$ cat config.mk
export PLATFORM = sky130hd
export DESIGN_NAME = cc_miss_req_unit
export DESIGN_NICKNAME = d
export VERILOG_FILES = /design/src/rtl/cc_miss_req_unit.sv
export SDC_FILE = /design/constraint.sdc
export NUM_CORES = 1
export LEC_CHECK = 0
export ABC_CLOCK_PERIOD_IN_PS = 3930
export CAP_MARGIN = 20
export CORE_MARGIN = 2
export CORE_UTILIZATION = 50
export DETAILED_ROUTE_END_ITERATION = 6
export HOLD_SLACK_MARGIN = 0.03
export PLACE_DENSITY = 0.86
export SETUP_SLACK_MARGIN = 0.15
export SLEW_MARGIN = 15
export SYNTH_ARGS = -nofsm -noshare
export SYNTH_HDL_FRONTEND = slang
export SYNTH_SLANG_ARGS = --single-unit
$ cat constraint.sdc
create_clock -name clk -period 3.93 [get_ports clk]
set_input_delay 0.9825 -clock clk [delete_from_list [all_inputs] [get_ports clk]]
set_output_delay 0.9825 -clock clk [all_outputs]
set_load 0.02 [all_outputs]
$ cat src/rtl/cc_miss_req_unit.sv
// cc_miss_req_unit
// Turns cache misses from the tag-compare stage into AXI AR bursts
// (8 beats x 8 bytes). It also queues each miss line address in a small
// show-ahead FIFO. The data fill unit reads that FIFO to learn where the
// returning data belongs.
//
// Optional feature macro: CC_CRITICAL_WORD_FIRST_EN
//   defined   : WRAP burst, request aligned to the 8-byte word
//               (the critical word returns first)
//   undefined : INCR burst, request aligned to the 64-byte line
//
// Ports
//   clk, rst                 clock, asynchronous active-high reset
//   miss_req_valid_i/addr_i  miss presented by the tag-compare stage
//   miss_req_ready_o         miss accepted when high together with valid
//   mem_ar*                  AXI read-address channel
//   miss_addr_fifo_*         show-ahead FIFO of outstanding miss addresses
//   outstanding_cnt_o        FIFO occupancy
module cc_miss_req_unit #(
  parameter int         FIFO_DEPTH = 4,
  parameter logic [3:0] AR_ID      = 4'd0
) (
  input  logic                          clk,
  input  logic                          rst,
  input  logic                          miss_req_valid_i,
  input  logic [31:0]                   miss_req_addr_i,
  output logic                          miss_req_ready_o,
  output logic [3:0]                    mem_arid_o,
  output logic [31:0]                   mem_araddr_o,
  output logic [3:0]                    mem_arlen_o,
  output logic [2:0]                    mem_arsize_o,
  output logic [1:0]                    mem_arburst_o,
  output logic                          mem_arvalid_o,
  input  logic                          mem_arready_i,
  output logic                          miss_addr_fifo_empty_o,
  output logic [31:0]                   miss_addr_fifo_rdata_o,
  input  logic                          miss_addr_fifo_rden_i,
  output logic [$clog2(FIFO_DEPTH):0]   outstanding_cnt_o
);

  localparam int PW = $clog2(FIFO_DEPTH);
  localparam int CW = PW + 1;

`ifdef CC_CRITICAL_WORD_FIRST_EN
  localparam logic [1:0]  BURST     = 2'b10;
  localparam logic [31:0] ADDR_MASK = 32'hFFFF_FFF8;
`else
  localparam logic [1:0]  BURST     = 2'b01;
  localparam logic [31:0] ADDR_MASK = 32'hFFFF_FFC0;
`endif

  typedef enum logic {
    ST_IDLE = 1'b0,
    ST_REQ  = 1'b1
  } state_t;

  state_t          r_state;
  logic            r_arvalid;
  logic [31:0]     r_araddr;
  logic [31:0]     r_mem [FIFO_DEPTH];
  logic [PW-1:0]   r_wptr;
  logic [PW-1:0]   r_rptr;
  logic [CW-1:0]   r_cnt;

  logic [31:0]     w_line_addr;
  logic            w_full;
  logic            w_empty;
  logic            w_push;
  logic            w_pop;

  // The same aligned address goes to the AR channel and to the FIFO.
  // This keeps the fill unit and the memory request consistent.
  assign w_line_addr = miss_req_addr_i & ADDR_MASK;
  assign w_full      = (r_cnt == CW'(FIFO_DEPTH));
  assign w_empty     = (r_cnt == '0);

  // A new miss is taken only while no AR is pending and a slot is free.
  // The ready path checks "not full" before any pop in the same cycle.
  // So a slot freed by a pop becomes usable on the next cycle.
  assign miss_req_ready_o = (r_state == ST_IDLE) && !w_full;
  assign w_push           = miss_req_valid_i && miss_req_ready_o;
  // A pop while empty is dropped. The pointers cannot underflow.
  assign w_pop            = miss_addr_fifo_rden_i && !w_empty;

  always_ff @(posedge clk or posedge rst) begin
    if (rst) begin
      r_state   <= ST_IDLE;
      r_arvalid <= 1'b0;
      r_araddr  <= '0;
    end else begin
      case (r_state)
        ST_IDLE: begin
          if (w_push) begin
            r_state   <= ST_REQ;
            r_arvalid <= 1'b1;
            r_araddr  <= w_line_addr;
          end
        end
        ST_REQ: begin
          if (mem_arready_i) begin
            r_state   <= ST_IDLE;
            r_arvalid <= 1'b0;
          end
        end
        default: begin
          r_state   <= ST_IDLE;
          r_arvalid <= 1'b0;
        end
      endcase
    end
  end

  always_ff @(posedge clk or posedge rst) begin
    if (rst) begin
      r_wptr <= '0;
      r_rptr <= '0;
      r_cnt  <= '0;
    end else begin
      // The pointers are log2(depth) bits wide.
      // They therefore wrap modulo the depth on their own.
      if (w_push) r_wptr <= r_wptr + PW'(1);
      if (w_pop)  r_rptr <= r_rptr + PW'(1);
      case ({w_push, w_pop})
        2'b10:   r_cnt <= r_cnt + CW'(1);
        2'b01:   r_cnt <= r_cnt - CW'(1);
        default: r_cnt <= r_cnt;
      endcase
    end
  end

  // Entry storage is data only. Occupancy tracks validity, so no reset is needed.
  always_ff @(posedge clk) begin
    if (w_push) r_mem[r_wptr] <= w_line_addr;
  end

  assign mem_arid_o             = AR_ID;
  assign mem_araddr_o           = r_araddr;
  assign mem_arlen_o            = 4'd7;
  assign mem_arsize_o           = 3'b011;
  assign mem_arburst_o          = BURST;
  assign mem_arvalid_o          = r_arvalid;
  assign miss_addr_fifo_empty_o = w_empty;
  assign miss_addr_fifo_rdata_o = r_mem[r_rptr];
  assign outstanding_cnt_o      = r_cnt;

endmodule
==> reports/metrics.yaml <==
nets: 414
yosysWarnings: 0
clk-insertion-delay-late_ns: 0.52
crit_required_ns: 2.95
antenna_found_initial: 0
fin_worst_skew_ns: 0.00918
crit_type: "flop to output pin"
grt_pass1_wl_um: 15500
crit_fanout: 16
worstSetupStartpointType: "flop"
hold_viol: 0
avgViaCountPerCell: 5.02
hold_path_class: "flop to flop"
report.final.slew_viol_count: 0
utilization: 0.658
worst_slew_pin_slew_ns: 0.599
syn_avg_cell_area_um2: 20.6
cp-end-kind: "output pin"
arrival_ns: 2.50
multi_input_area_um2: 1230
die_y_um: 108
io_pins: 120
cts_buffers: 17
synth_edf_count: 104
worstReg2RegEnd: "r_mem[2][18]"
hold_end: "mem_arvalid_o"
ir_worst_vdd_mv: 0.393
fmax_mhz: 287
grt_pass1_vias: 2917
synth-compound-area-share: 0.00852
status: "complete, no violations"
detail-route-antenna-nets: 0
place.gp.congestion: 0.720
synth_top_family_by_area: "multiplexers"
relSlewSlack: 0.601
setup_tns_ns: 0
seqCellArea_um2: 4000
cts_setup_buffers: 0
grt_start_max_net_pins: 36
port_buffers: 88
wl_um: 9930
yosysUniqueCellTypes: 24
vias: 2631
synthXorXnorAreaFrac: 0.00968
synthMuxAreaShare: 0.166
fillers: 710
fin_crit_ns: 3.48
finalCritPeriodShare: 0.886
drc: 0
cts_buffer_depth: 2
drt_iter0_drc: 99
hold_start: "mem_arvalid_o"
synth_fa_ha_area_frac: 0.0152
setup_viol: 0
start_util: 0.508
netlist_instances: 264
async_flop_share: 0.252
synth-main-ff-cell: "edfxtp_1"
layout-drive-gt1-share: 0.258
r2r_slack_ns: 1.85
yosysSeqAreaShare: 0.736
coreArea_um2: 10700
cts_resized: 0
layout_setup_ws_ns: 0.449
cts_sinks: 139
num_antenna_cells: 0
maxCapViolCount: 0
gr-total-overflow: 0
grt_use_total: 0.184
ys_ff_latch: 139
r2r.worst_path.cells: 5
yosys.area_share.simple: 0.00944
pre_cts_slack_ns: 0.893
cts.reportedPaths.clkPinSlew_ns: 0.06
wl_per_cell_um: 19.0
cts_hold_buffers: 0
rows: 38
p_leak_nw: 2.56
syn-cell-area_um2: 5430
cts_tree: "built"
hold_depth: 1
first_pass_iters: 4
die_w_um: 108
powerDensity_nw_per_um2: 838
htree_levels: 4
root_buffer: "clkbuf_8"
area_growth_pct: 29.6
rsz0062_at_grt: "false"
fp.dieArea_um2: 11700
dp_hpwl_um: 6340
rr_startpoint: "outstanding_cnt_o[0]"
==> synth_stat cells (all sizes together), types with 3 or more instances <==
cell type	number	area, µm²
edfxtp	104	3120
dfrtp	35	876
buf	34	259
mux2	27	308
mux4	26	586
inv	8	30.0
ha	5	62.6
and2	4	25.0
xnor2	3	26.3
xor2	3	26.3
==> placed cells by master, fill, tap and decap left out, types with 2 or more instances in the layout <==
| cell type | instances |
|---|---|
| xor2_1 | 3 |
| nand2_1 | 2 |
| clkinv_4 | 3 |
| and2_1 | 4 |
| nor2_1 | 2 |
| inv_6 | 6 |
| inv_8 | 3 |
| xnor2_1 | 3 |
| clkdlybuf4s50_1 | 88 |
| buf_4 | 7 |
| a21o_1 | 2 |
| clkbuf_16 | 16 |
| mux4_2 | 26 |
| clkinv_8 | 2 |
| buf_12 | 4 |
| dfrtp_1 | 34 |
| conb_1 | 25 |
| inv_1 | 7 |
| ha_1 | 5 |
| edfxtp_1 | 104 |
| mux2_2 | 26 |
==> kinds of logic (layout without fill, tap and decap cells) <==
| logic type | Yosys count | in the layout |
|---|---|---|
| buffers and inverters | 42 | 139 |
| xor gates and xnor gates | 6 | 6 |
| other | 2 | 25 |
| and+or+nand+nor | 10 | 10 |
| adders and majority gates | 6 | 6 |
| AOI/OAI and AO/OA | 5 | 5 |
| DFF | 139 | 139 |
| muxes | 54 | 54 |
==> layout make-up <==
cell class              instances  share of cell area
flip-flops and latches        139               0.568
clock inverters                15              0.0249
well taps                     140              0.0249
clock buffers                  17              0.0588
inverters                       8             0.00427
repair buffers                 99               0.144
multi-input cells             106               0.175
==> worst max path at each step <==
| stage | from | endpoint | slack [ns] |
|---|---|---|---|
| 2_1_floorplan | miss_req_valid_i | r_mem[0][0] | 1.40 |
| 3_3_place_gp | miss_req_valid_i | r_mem[2][22] | 0.93 |
| 3_5_place_dp | miss_req_valid_i | r_mem[2][12] | 0.89 |
| 4_1_cts | r_rptr[0] | miss_addr_fifo_rdata_o[24] | 0.38 |
| 5_1_grt | r_rptr[0] | miss_addr_fifo_rdata_o[10] | 0.34 |
| 6_report | r_rptr[0] | miss_addr_fifo_rdata_o[15] | 0.45 |
==> routing by layer <==
metal  track usage  part of all wire
met1         0.208              0.39
met2         0.339              0.56
met3        0.0464             0.041
met4        0.0623            0.0067
met5             0                 0
==> sequential cells by signal (all words and copies together), names as in the netlist <==
name and cells:
mem_araddr_o 26, mem_arvalid_o 1, r_wptr 2, r_mem 104, r_rptr 2, r_state 1
outstanding_cnt_o 3
==> per-stage QoR <==
step | total power [W] | area, µm² | instances | hold WS, ns
2_1_floorplan | 0.00344 | 5520 | 287 | 0.486
3_3_place_gp | 0.00433 | 6450 | 492 | 0.463
3_5_place_dp | 0.00441 | 6450 | 492 | 0.488
4_1_cts | 0.00598 | 7040 | 524 | 0.505
5_1_grt | 0.00616 | 7040 | 524 | 0.530
6_report | 0.00590 | 7040 | 524 | 0.504
==> critical path, stage by stage, from the launching register on <==
cell	delay, ns
dfrtp_2	0.64
buf_12	0.25
mux4_2	0.54
clkdlybuf4s50_1	0.55
==> power breakdown <==
group          internal, W  total [W]  switching [W]
sequential         0.00195    0.00216       0.000211
clock             0.000877    0.00155       0.000677
combinational      0.00114    0.00219        0.00105
No activity file was read; power rests on OpenSTA's default activity.
